<file path="config.mk">
export PLATFORM = sky130hd
export DESIGN_NAME = digit_serial_addsub
export DESIGN_NICKNAME = d
export VERILOG_FILES = /design/src/rtl/alu_pkg.sv /design/src/rtl/digit_adder.sv /design/src/rtl/full_adder.sv /design/src/rtl/digit_serial_addsub.sv
export SDC_FILE = /design/constraint.sdc
export NUM_CORES = 1
export LEC_CHECK = 0
export BUFFER_PORTS_ARGS = -buffer_cell sky130_fd_sc_hd__buf_2
export CORE_MARGIN = 1.5
export CORE_UTILIZATION = 38
export DETAILED_ROUTE_END_ITERATION = 8
export PLACE_DENSITY_LB_ADDON = 0.08
export RECOVER_POWER = 25
export SLEW_MARGIN = 20
export SYNTH_ARGS = -nofsm -noshare
export SYNTH_HDL_FRONTEND = slang
export SYNTH_HIERARCHICAL = 1
export SYNTH_SLANG_ARGS = --single-unit
</file>
<file path="constraint.sdc">
create_clock -name CLK -period 7.85 [get_ports CLK]
set_input_delay 0.3925 -clock CLK [delete_from_list [all_inputs] [get_ports CLK]]
set_output_delay 0.3925 -clock CLK [all_outputs]
set_load 0.01 [all_outputs]
</file>
<file path="src/rtl/alu_pkg.sv">
// Shared ALU datapath definitions: FSM state encoding and counter sizing helper.
package alu_pkg;

    typedef enum logic [1:0] {
        IDLE   = 2'd0,
        RUN    = 2'd1,
        DONE_S = 2'd2
    } state_e;

    // Bits needed to count 0..n-1, never less than one so a single-digit
    // configuration still has a legal counter register.
    function automatic int clog2(input int n);
        int w;
        w = 1;
        while ((1 << w) < n) begin
            w++;
        end
        return w;
    endfunction

endpackage

</file>
<file path="src/rtl/digit_adder.sv">
// DIGIT-bit ripple slice built from full_adder cells; also exposes the carry
// into its MSB so the caller can derive signed overflow on the last digit.
module digit_adder #(
    parameter int DIGIT = 4
) (
    input  logic [DIGIT-1:0] A,
    input  logic [DIGIT-1:0] B,
    input  logic             CI,
    output logic [DIGIT-1:0] S,
    output logic             CO,
    output logic             C_MSB
);

    logic [DIGIT:0] carry;

    assign carry[0] = CI;

    for (genvar i = 0; i < DIGIT; i++) begin : gBit
        full_adder uFa (
            .A    (A[i]),
            .B    (B[i]),
            .CIN  (carry[i]),
            .S    (S[i]),
            .COUT (carry[i+1])
        );
    end

    assign CO    = carry[DIGIT];
    assign C_MSB = carry[DIGIT-1];

endmodule

</file>
<file path="src/rtl/full_adder.sv">
// Single-bit full adder cell, the building block of the digit slice.
module full_adder (
    input  logic A,
    input  logic B,
    input  logic CIN,
    output logic S,
    output logic COUT
);

    assign S    = A ^ B ^ CIN;
    assign COUT = (A & B) | (CIN & (A ^ B));

endmodule

</file>
<file path="src/rtl/digit_serial_addsub.sv">
// Digit-serial adder/subtractor: processes DIGIT bits per clock, LSB digit
// first, with a START/READY/DONE handshake. Results are published only when
// an operation completes, so SUM/COUT/OVF never show partial values.
module digit_serial_addsub
    import alu_pkg::*;
#(
    parameter int WIDTH = 16,
    parameter int DIGIT = 4
) (
    input  logic             CLK,
    input  logic             RST_N,
    input  logic             START,
    input  logic             SUB,
    input  logic             CIN,
    input  logic [WIDTH-1:0] A,
    input  logic [WIDTH-1:0] B,
    output logic             READY,
    output logic             DONE,
    output logic [WIDTH-1:0] SUM,
    output logic             COUT,
    output logic             OVF
);

    localparam int NDIG = WIDTH / DIGIT;
    localparam int CW   = clog2(NDIG);

    if (DIGIT < 1) begin : gBadDigit
        $error("digit_serial_addsub: DIGIT must be at least 1");
    end else if ((WIDTH % DIGIT) != 0) begin : gBadRatio
        $error("digit_serial_addsub: WIDTH must be a multiple of DIGIT");
    end

    state_e           state_q;
    logic [WIDTH-1:0] a_q;
    logic [WIDTH-1:0] b_q;
    logic [WIDTH-1:0] a_d;
    logic [WIDTH-1:0] b_d;
    logic             carry_q;
    logic [CW-1:0]    cnt_q;
    logic             ready_q;
    logic             done_q;
    logic [WIDTH-1:0] sum_q;
    logic             cout_q;
    logic             ovf_q;
    logic [DIGIT-1:0] sliceSum;
    logic             sliceCo;
    logic             sliceCMsb;
    logic             lastDigit;

    digit_adder #(
        .DIGIT (DIGIT)
    ) uSlice (
        .A     (a_q[DIGIT-1:0]),
        .B     (b_q[DIGIT-1:0]),
        .CI    (carry_q),
        .S     (sliceSum),
        .CO    (sliceCo),
        .C_MSB (sliceCMsb)
    );

    // The A register doubles as the result register: each slice result enters
    // at the top as the consumed operand digit leaves at the bottom, so after
    // NDIG shifts it holds the assembled result.
    if (DIGIT == WIDTH) begin : gOneDigit
        assign a_d = sliceSum;
        assign b_d = '0;
    end else begin : gMultiDigit
        assign a_d = {sliceSum, a_q[WIDTH-1:DIGIT]};
        assign b_d = {{DIGIT{1'b0}}, b_q[WIDTH-1:DIGIT]};
    end

    assign lastDigit = (cnt_q == CW'(NDIG - 1));

    // Control FSM together with the datapath registers and registered outputs.
    always_ff @(posedge CLK or negedge RST_N) begin
        if (!RST_N) begin
            state_q <= IDLE;
            a_q     <= '0;
            b_q     <= '0;
            carry_q <= 1'b0;
            cnt_q   <= '0;
            ready_q <= 1'b1;
            done_q  <= 1'b0;
            sum_q   <= '0;
            cout_q  <= 1'b0;
            ovf_q   <= 1'b0;
        end else begin
            done_q <= 1'b0;
            case (state_q)
                IDLE, DONE_S: begin
                    if (START) begin
                        a_q     <= A;
                        b_q     <= B ^ {WIDTH{SUB}};
                        carry_q <= CIN ^ SUB;
                        cnt_q   <= '0;
                        state_q <= RUN;
                        ready_q <= 1'b0;
                    end else begin
                        state_q <= IDLE;
                        ready_q <= 1'b1;
                    end
                end
                RUN: begin
                    a_q     <= a_d;
                    b_q     <= b_d;
                    carry_q <= sliceCo;
                    cnt_q   <= cnt_q + 1'b1;
                    if (lastDigit) begin
                        state_q <= DONE_S;
                        ready_q <= 1'b1;
                        done_q  <= 1'b1;
                        sum_q   <= a_d;
                        cout_q  <= sliceCo;
                        ovf_q   <= sliceCMsb ^ sliceCo;
                    end
                end
                default: begin
                    state_q <= IDLE;
                    ready_q <= 1'b1;
                end
            endcase
        end
    end

    assign READY = ready_q;
    assign DONE  = done_q;
    assign SUM   = sum_q;
    assign COUT  = cout_q;
    assign OVF   = ovf_q;

endmodule

</file>
==> flow_metrics.py, run 1 <==
metrics = {
    "global_routing": {
        "track_usage": 0.1649,
        "antenna_found_initial": 0,
        "grt_pass1_vias": 1803,
        "overflow": 0,
        "grt_max_degree": 58,
        "grt_pass1_wl_um": 8990,
    },
    "sta": {
        "min_period_ns": 2.890,
        "tns_ns": 0,
        "hold_violations": 0,
        "timing.fmax_ghz": 0.3460,
        "finalClockSkew_ns": 0.005638,
        "rsz0062_at_grt": "false",
        "setup_viol_count_final": 0,
        "maxSlewViolCount": 58,
        "worst_slew_pin_slew_ns": 3.053,
        "relSlewSlack": -1.035,
        "fin_crit_sh": 0.3681,
    },
    "layout": {
        "drive_gt1_frac": 0.3433,
        "area_growth_pct": 21.09,
        "diodes": 0,
        "most-common-layout-cells": "dfrtp_1 (56), buf_2 (56), nand3_1 (17), nand2_1 (17), mux2_2 (17)",
        "nNetsFinal": 305,
        "fillers": 630,
        "fin_util": 0.4769,
        "multiInputGateArea_mm2": 0.001003,
        "seq_area_mm2": 0.001428,
        "post-route-cell-area_mm2": 0.003045,
    },
    "clocking": {
        "clk_pin_slew_worst_paths_ns": 0.06,
        "clk_latency_ns": 0.33,
        "cts-root-buf": "clkbuf_8",
        "cts_inserted_buffers": 9,
        "cts_tree": "built",
        "numClockSinks": 57,
        "cts_setup_buffers": 0,
        "cts_hold_buf": 0,
        "clockBufferDepth": 2,
        "htree_levels": 3,
        "post_cts_resized": 0,
    },
    "routing": {
        "drtAntennaViolNets": 0,
        "top_layer_used": "met4",
        "first_pass_iters": 4,
        "routed-wl-met3_um": 229,
        "drt-total-wl_um": 5361,
        "drt-met1-wl_um": 2525,
        "drc_errors": 0,
        "num_vias": 1756,
        "wl_per_cell_um": 15.54,
        "via_per_inst": 5.090,
        "drtIter0Drc": 78,
        "wl_met2_um": 2504,
    },
    "floorplan": {
        "core_area_mm2": 0.006386,
        "rows": 29,
        "die-height_um": 84.35,
        "fp.dieW_um": 84.35,
        "ioPinCount": 57,
        "start_util": 0.3938,
        "die_area_mm2": 0.007115,
    },
    "setup_path": {
        "critPathMaxStageDelay_ns": 2.15,
        "cp-start-kind": "input port",
        "cpLargestDelayFamily": "buffers and inverters",
        "worstPathCellList": "buf_2 -> clkbuf_1",
        "worstRegToRegCells": 5,
        "ff2ff_setup_slack_ns": 5.31,
        "endpoint_kind": "async pin",
        "path_class": "input port to async pin",
        "path_max_fanout": 57,
        "critPathArrivalTime_ns": 2.65,
        "critical-path-slowest-cell": "clkbuf_1",
        "rr_startpoint": "a_q[0]",
        "path_buf_inv": 2,
        "required_ns": 7.61,
        "r2r-end": "carry_q",
    },
    "synthesis": {
        "avgSynthCellArea_um2": 12.21,
        "synth_area_mm2": 0.002515,
        "synth_cells": 206,
        "synth-seq-cells": 57,
        "synth_cell_type_count": 23,
        "netlist_top_cells_area": "dfrtp_1 (56%), mux2_2 (7.6%), a221o_1 (5.2%)",
        "synth_warnings": 6,
        "synth_top_cell_by_area": "dfrtp_1",
        "ys_seq_area_frac": 0.5677,
        "synth.top_cell.area_share": 0.5572,
        "syn_nets": 248,
    },
    "pwr": {
        "p_leak_uw": 0.001474,
        "power_density_mw_per_mm2": 434.9,
        "peakVddDrop_v": 0.0001815,
    },
    "placement": {
        "gp_congestion": 0.6885,
        "place_area_mm2": 0.002845,
        "place_hpwl_um": 3586,
        "numPortBuffers": 56,
    },
    "hold_path": {
        "holdPathEnd": "a_q[13]",
        "min_from": "A[13]",
        "holdPathStages": 3,
        "hold_class": "input port to flip-flop",
    },
    "status": {
        "failed_checks": "capacitance limit, slew limit",
        "status": "finished, violations left",
    },
    "job": {
        "max_cap_viol_count": 1,
    },
}
==> report_power, final <==
part	internal, µW	switching, µW	total (µW)
logic	253	278	532
registers	440	89.0	529
clock network	155	110	264
==> layout make-up <==
cell class | instances | share of cell area
Sequential cell | 57 | 0.4688
Multi-Input combinational cell | 132 | 0.3295
Timing Repair Buffer | 61 | 0.1056
Clock buffer | 13 | 0.04889
Tap cell | 77 | 0.03164
Clock inverter | 3 | 0.01315
Inverter | 2 | 0.002465
==> cells in the mapped netlist <==
library cell,n
nand2_1,17
dfstp_2,1
buf_4,2
mux2_2,17
o21ai_0,3
dfrtp_1,56
clkbuf_1,3
nor2_1,14
nand3b_1,1
inv_1,2
fa_1,4
nor3_1,1
xnor2_1,14
a22oi_1,16
nor2_4,1
a22o_1,5
and2b_1,2
nand3_1,17
nand2b_1,2
xor2_1,4
ha_1,1
buf_2,10
a221o_1,13
==> registers in the layout (all words and copies together) (netlist names) <==
name     cells
OVF          1
state_q      2
a_q         16
b_q         16
READY        1
SUM         16
DONE         1
COUT         1
carry_q      1
cnt_q        2
==> per-stage QoR <==
| step | std cells | power, µW | setup slack (ns) | hold WS (ns) |
|---|---|---|---|---|
| finish | 345 | 1324 | 4.960 | 0.2903 |
| global route | 345 | 1430 | 4.300 | 0.2862 |
| CTS | 344 | 1341 | 5.291 | 0.2250 |
| detailed placement | 328 | 1073 | 5.304 | 0.4884 |
| global placement | 328 | 1066 | 5.317 | 0.4817 |
| floorplan | 206 | 902.7 | 5.391 | 0.09691 |
==> how the worst max path moves through the flow <==
stage	cells past startpoint	endpoint	slack, ns	start
2_1_floorplan	5	carry_q	5.39	a_q[0]
3_3_place_gp	5	carry_q	5.32	a_q[0]
3_5_place_dp	5	carry_q	5.30	a_q[0]
4_1_cts	5	carry_q	5.29	a_q[0]
5_1_grt	2	a_q[4]	4.30	RST_N
6_report	2	a_q[4]	4.96	RST_N
==> metal layers <==
metal,up-vias,global-route usage
li1,850,-
met1,855,0.2136
met2,42,0.2596
met3,9,0.03933
met4,0,0.08358
met5,-,0
==> cells by family after synthesis <==
family,count (synthesis),share of synthesized area
compound gates,37,0.1229
simple gates,55,0.1005
flops,57,0.5677
buf+inv,17,0.03333
mux,17,0.07612
xor+xnor,18,0.06269
fa+ha+maj,5,0.03682
(Power assumes the default switching activity.)
==> run 2: changes to the inputs <==
==> constraint.sdc (replaced) <==
create_clock -name CLK -period 2.5 [get_ports CLK]
set_input_delay 0.125 -clock CLK [delete_from_list [all_inputs] [get_ports CLK]]
set_output_delay 0.125 -clock CLK [all_outputs]
set_load 0.01 [all_outputs]
==> run 2 against run 1 <==
Compared with the run above: first-iteration DRC count grew 40%; via count grew 3.8%; clock skew grew 0.0041 ns; highest routed layer unchanged; the run now ends clean.
==> flow_metrics.py, run 2 (same netlist as run 1, synthesis figures left out) <==
metrics = {
    "setup_path": {
        "rr_startpoint": "a_q[0]",
        "cp-start-kind": "flip-flop",
        "crit_end": "carry_q",
        "path_max_fanout": 3,
        "ff2ff_setup_slack_ns": 0.12,
        "r2r-end": "carry_q",
        "cp-startpoint": "a_q[0]",
        "critPathArrivalTime_ns": 2.60,
        "path_class": "flip-flop to flip-flop",
        "worstRegToRegCells": 5,
        "endpoint_kind": "flip-flop",
        "required_ns": 2.72,
    },
    "layout": {
        "diodes": 0,
        "fillers": 588,
        "multiInputGateArea_mm2": 0.001011,
        "nNetsFinal": 308,
        "drive_gt1_frac": 0.3616,
        "seq_area_mm2": 0.001428,
        "most-common-layout-cells": "dfrtp_1 (56), buf_2 (55), nand3_1 (17), nand2_1 (17), mux2_2 (17)",
        "layout_commonest_cell": "dfrtp_1",
        "area_growth_pct": 22.84,
    },
    "global_routing": {
        "grt_max_degree": 57,
        "grt_busiest_layer": "met2",
        "grt_pass1_vias": 1823,
        "track_usage": 0.1691,
        "grt_pass1_wl_um": 9177,
        "met1_usage": 0.2317,
        "use_met2": 0.2538,
        "overflow": 0,
        "globalRouteMet3Util": 0.03638,
        "antenna_found_initial": 0,
    },
    "clocking": {
        "cts_inserted_buffers": 9,
        "numClockSinks": 57,
        "clk_pin_slew_worst_paths_ns": 0.06,
        "cts-root-buf": "clkbuf_8",
        "cts_setup_buffers": 0,
        "htree_levels": 3,
        "clockBufferDepth": 2,
        "clk_latency_ns": 0.33,
        "cts_tree": "built",
    },
    "placement": {
        "numPortBuffers": 56,
        "dpl_worst_slack_ns": -0.04138,
        "place_hpwl_um": 3686,
        "gp_congestion": 0.7031,
    },
    "routing": {
        "drt-total-wl_um": 5452,
        "drtIter0Drc": 109,
        "drtAntennaViolNets": 0,
        "via_per_inst": 5.239,
        "wl_per_cell_um": 15.67,
        "drc_errors": 0,
        "first_pass_iters": 4,
        "num_vias": 1823,
    },
    "status": {
        "status": "finished, final reports clean",
    },
    "sta": {
        "hold_violations": 0,
        "maxSlewViolCount": 0,
        "min_period_ns": 2.382,
        "finalClockSkew_ns": 0.009767,
        "rsz0062_at_grt": "false",
        "worst_slew_pin_slew_ns": 1.382,
        "whs_ns": 0.01125,
        "worst_slack_ns": 0.1185,
        "relSlewSlack": 0.07865,
        "timing.fmax_ghz": 0.4199,
        "setup_viol_count_final": 0,
        "fin_crit_sh": 0.9526,
    },
    "floorplan": {
        "fp.dieW_um": 84.35,
        "ioPinCount": 57,
        "core_area_mm2": 0.006386,
        "rows": 29,
        "start_util": 0.3938,
        "die_area_mm2": 0.007115,
        "die-height_um": 84.35,
    },
    "pwr": {
        "peakVddDrop_v": 0.0005139,
        "power_density_mw_per_mm2": 1384,
        "p_leak_uw": 0.001490,
    },
    "job": {
        "max_cap_viol_count": 0,
    },
    "hold_path": {
        "hold_class": "input port to flip-flop",
    },
}
run 2: through the flow:
stage | cell area, µm² | instances | power [µW] | util | setup TNS, ns
after floorplan | 2515 | 206 | 2834 | - | 0
after global placement | 2880 | 331 | 3379 | 0.4510 | -0.01426
after detailed placement | 2880 | 331 | 3400 | 0.4510 | -0.04138
after CTS | 3100 | 348 | 4318 | 0.4855 | 0
after global routing | 3089 | 348 | 4604 | 0.4837 | 0
final | 3089 | 348 | 4276 | 0.4837 | 0
run 2: how the worst min path moves through the flow:
stage | from | end | cells after the start
final | A[12] | a_q[12] | 3
after global routing | A[12] | a_q[12] | 3
after CTS | A[11] | a_q[11] | 3
after global placement | RST_N | DONE | 1
after detailed placement | RST_N | DONE | 1
after floorplan | RST_N | COUT | 0
run 2: layout make-up:
cell class                 instances  share of cell area
sequential                        57              0.4621
multi-input combinational        132              0.3273
timing repair buffer              64              0.1098
clock buffer                      14             0.05589
tap                               77             0.03119
clock inverter                     2             0.01134
inverter                           2            0.002430
run 2: power breakdown:
group	leakage, µW	internal, µW	switching (µW)
sequential	0.000703	1380	290
combinational	0.000681	828	875
clock	0.000107	542	362
run 2: repair_timing:
item | in CTS | in global routing
resized for setup | 1 | 2
hold endpoints to repair | 56 | 0
hold buffers | 1 | 0
endpoints found under the setup margin | 3 | 5
run 2: layer usage:
layer  share of wire  vias to the layer above
met5               0                        -
met4           0.028                        0
met3           0.052                       13
met2            0.46                       57
met1            0.46                      897
li1                -                      856
run 2: critical path, cell delays in order, from the launching register on:
cell and delay [ns]:
dfrtp_1 0.41, fa_1 0.45, fa_2 0.36, fa_2 0.36
fa_2 0.37, a221o_1 0.32
==> run 3: changes to the inputs <==
==> constraint.sdc (replaced) <==
create_clock -name CLK -period 2.4 [get_ports CLK]
set_input_delay 0.12 -clock CLK [delete_from_list [all_inputs] [get_ports CLK]]
set_output_delay 0.12 -clock CLK [all_outputs]
set_load 0.01 [all_outputs]
==> run 3 against run 2 <==
Compared with the run above: clock-buffer cell count unchanged; largest power group is now sequential cells; non-clock buffer count unchanged; critical path type unchanged; clock skew down 0.0039 ns.
==> flow_metrics.py, run 3 (same netlist as run 1, synthesis figures left out) <==
metrics = {
    "status": {
        "status": "finished, final reports clean",
    },
    "routing": {
        "num_vias": 1805,
        "first_pass_iters": 5,
        "routed-wl-met3_um": 259,
        "wl_per_cell_um": 15.59,
        "via_per_inst": 5.217,
        "top_layer_used": "met4",
        "drt-met1-wl_um": 2573,
        "drtIter0Drc": 83,
        "wl_met2_um": 2474,
        "drt-total-wl_um": 5393,
        "drtAntennaViolNets": 0,
        "drc_errors": 0,
    },
    "layout": {
        "diodes": 0,
        "fin_util": 0.4755,
        "drive_gt1_frac": 0.2900,
        "fillers": 617,
        "nNetsFinal": 308,
        "most-common-layout-cells": "dfrtp_1 (56), buf_2 (37), clkbuf_1 (22)",
        "layout_commonest_cell": "dfrtp_1",
        "post-route-cell-area_mm2": 0.003037,
        "area_growth_pct": 20.75,
    },
    "global_routing": {
        "antenna_found_initial": 0,
        "overflow": 0,
        "grt_max_degree": 58,
        "grt_pass1_vias": 1792,
        "track_usage": 0.1628,
        "grt_pass1_wl_um": 8963,
    },
    "floorplan": {
        "die-height_um": 84.35,
        "rows": 29,
        "ioPinCount": 57,
        "core_area_mm2": 0.006386,
        "die_area_mm2": 0.007115,
        "fp.dieW_um": 84.35,
        "start_util": 0.3938,
    },
    "setup_path": {
        "cp-start-kind": "flip-flop",
        "worstPathCellList": "fa_2 -> fa_2 -> fa_2 -> fa_2 -> a221o_1",
        "required_ns": 2.61,
        "crit_top_cell": "fa_2",
        "endpoint_kind": "flip-flop",
        "r2r-end": "carry_q",
        "critical-path-slowest-cell": "dfrtp_1",
        "cpLargestDelayFamily": "adder cells",
        "critPathMaxStageDelay_ns": 0.40,
        "path_buf_inv": 0,
        "ff2ff_setup_slack_ns": 0.09,
        "path_class": "flip-flop to flip-flop",
        "worstRegToRegCells": 5,
        "rr_startpoint": "a_q[0]",
        "path_max_fanout": 3,
        "critPathArrivalTime_ns": 2.52,
    },
    "sta": {
        "whs_ns": 0.01903,
        "setup_viol_count_final": 0,
        "tns_ns": 0,
        "fin_crit_sh": 0.9631,
        "rsz0062_at_grt": "false",
        "relSlewSlack": 0.06341,
        "finalClockSkew_ns": 0.005883,
        "worst_slew_pin_slew_ns": 1.405,
        "maxSlewViolCount": 0,
        "min_period_ns": 2.311,
        "timing.fmax_ghz": 0.4326,
        "hold_violations": 0,
    },
    "pwr": {
        "p_leak_uw": 0.001414,
        "peakVddDrop_v": 0.0005547,
        "p_total_uw": 4255,
        "power_density_mw_per_mm2": 1401,
    },
    "clocking": {
        "htree_levels": 3,
        "clk_pin_slew_worst_paths_ns": 0.06,
        "clk_latency_ns": 0.33,
        "clockBufferDepth": 2,
        "cts_inserted_buffers": 9,
        "cts-root-buf": "clkbuf_8",
        "numClockSinks": 57,
        "cts_tree": "built",
    },
    "placement": {
        "place_area_mm2": 0.002878,
        "gp_congestion": 0.7025,
        "place_hpwl_um": 3655,
        "numPortBuffers": 56,
    },
    "hold_path": {
        "holdPathEnd": "a_q[12]",
        "min_from": "A[12]",
        "holdPathStages": 3,
        "hold_class": "input port to flip-flop",
    },
    "job": {
        "max_cap_viol_count": 0,
    },
}
run 3: per-stage QoR:
step	std cells	worst slack (ns)
2_1_floorplan	206	0.04744
3_3_place_gp	330	-0.004749
3_5_place_dp	330	-0.01654
4_1_cts	346	0.04643
5_1_grt	346	0.02543
6_report	346	0.08866
run 3: worst max path at each step:
stage | start | end | cells past startpoint
final | a_q[0] | carry_q | 5
after global routing | a_q[0] | carry_q | 5
after CTS | a_q[0] | SUM[15] | 5
after detailed placement | a_q[0] | SUM[15] | 5
after global placement | a_q[0] | carry_q | 5
after floorplan | a_q[0] | SUM[15] | 5
run 3: worst min-delay path: stages:
cell and delay [ns]:
buf_2 0.08, a22oi_1 0.06, nand2_1 0.05
run 3: what timing repair did:
item | in CTS | in global routing
hold buffers | 1 | 0
setup endpoints to repair | 3 | 1
pin swaps | 1 | 1
buffers inserted | 1 | 0
gates resized for setup | 2 | 0
hold endpoints to repair | 56 | 0
run 3: metal layers:
layer | vias to the layer above | track usage
met5 | - | 0
met1 | 884 | 0.2255
li1 | 854 | -
met2 | 57 | 0.2502
met4 | 0 | 0.07038
met3 | 10 | 0.03245
run 3: cell type report:
type,count,area [µm²],share of cell area
Sequential cell,57,1428,0.4701
Multi-Input combinational cell,132,1013,0.3337
Timing Repair Buffer,64,329.1,0.1084
Clock buffer,14,162.7,0.05356
Tap cell,77,96.34,0.03173
Inverter,2,7.507,0.002472
run 3: where the power goes:
group          internal, µW  total, µW  switching, µW
sequential             1440       1740            305
combinational           833       1740            908
clock                   421        770            349
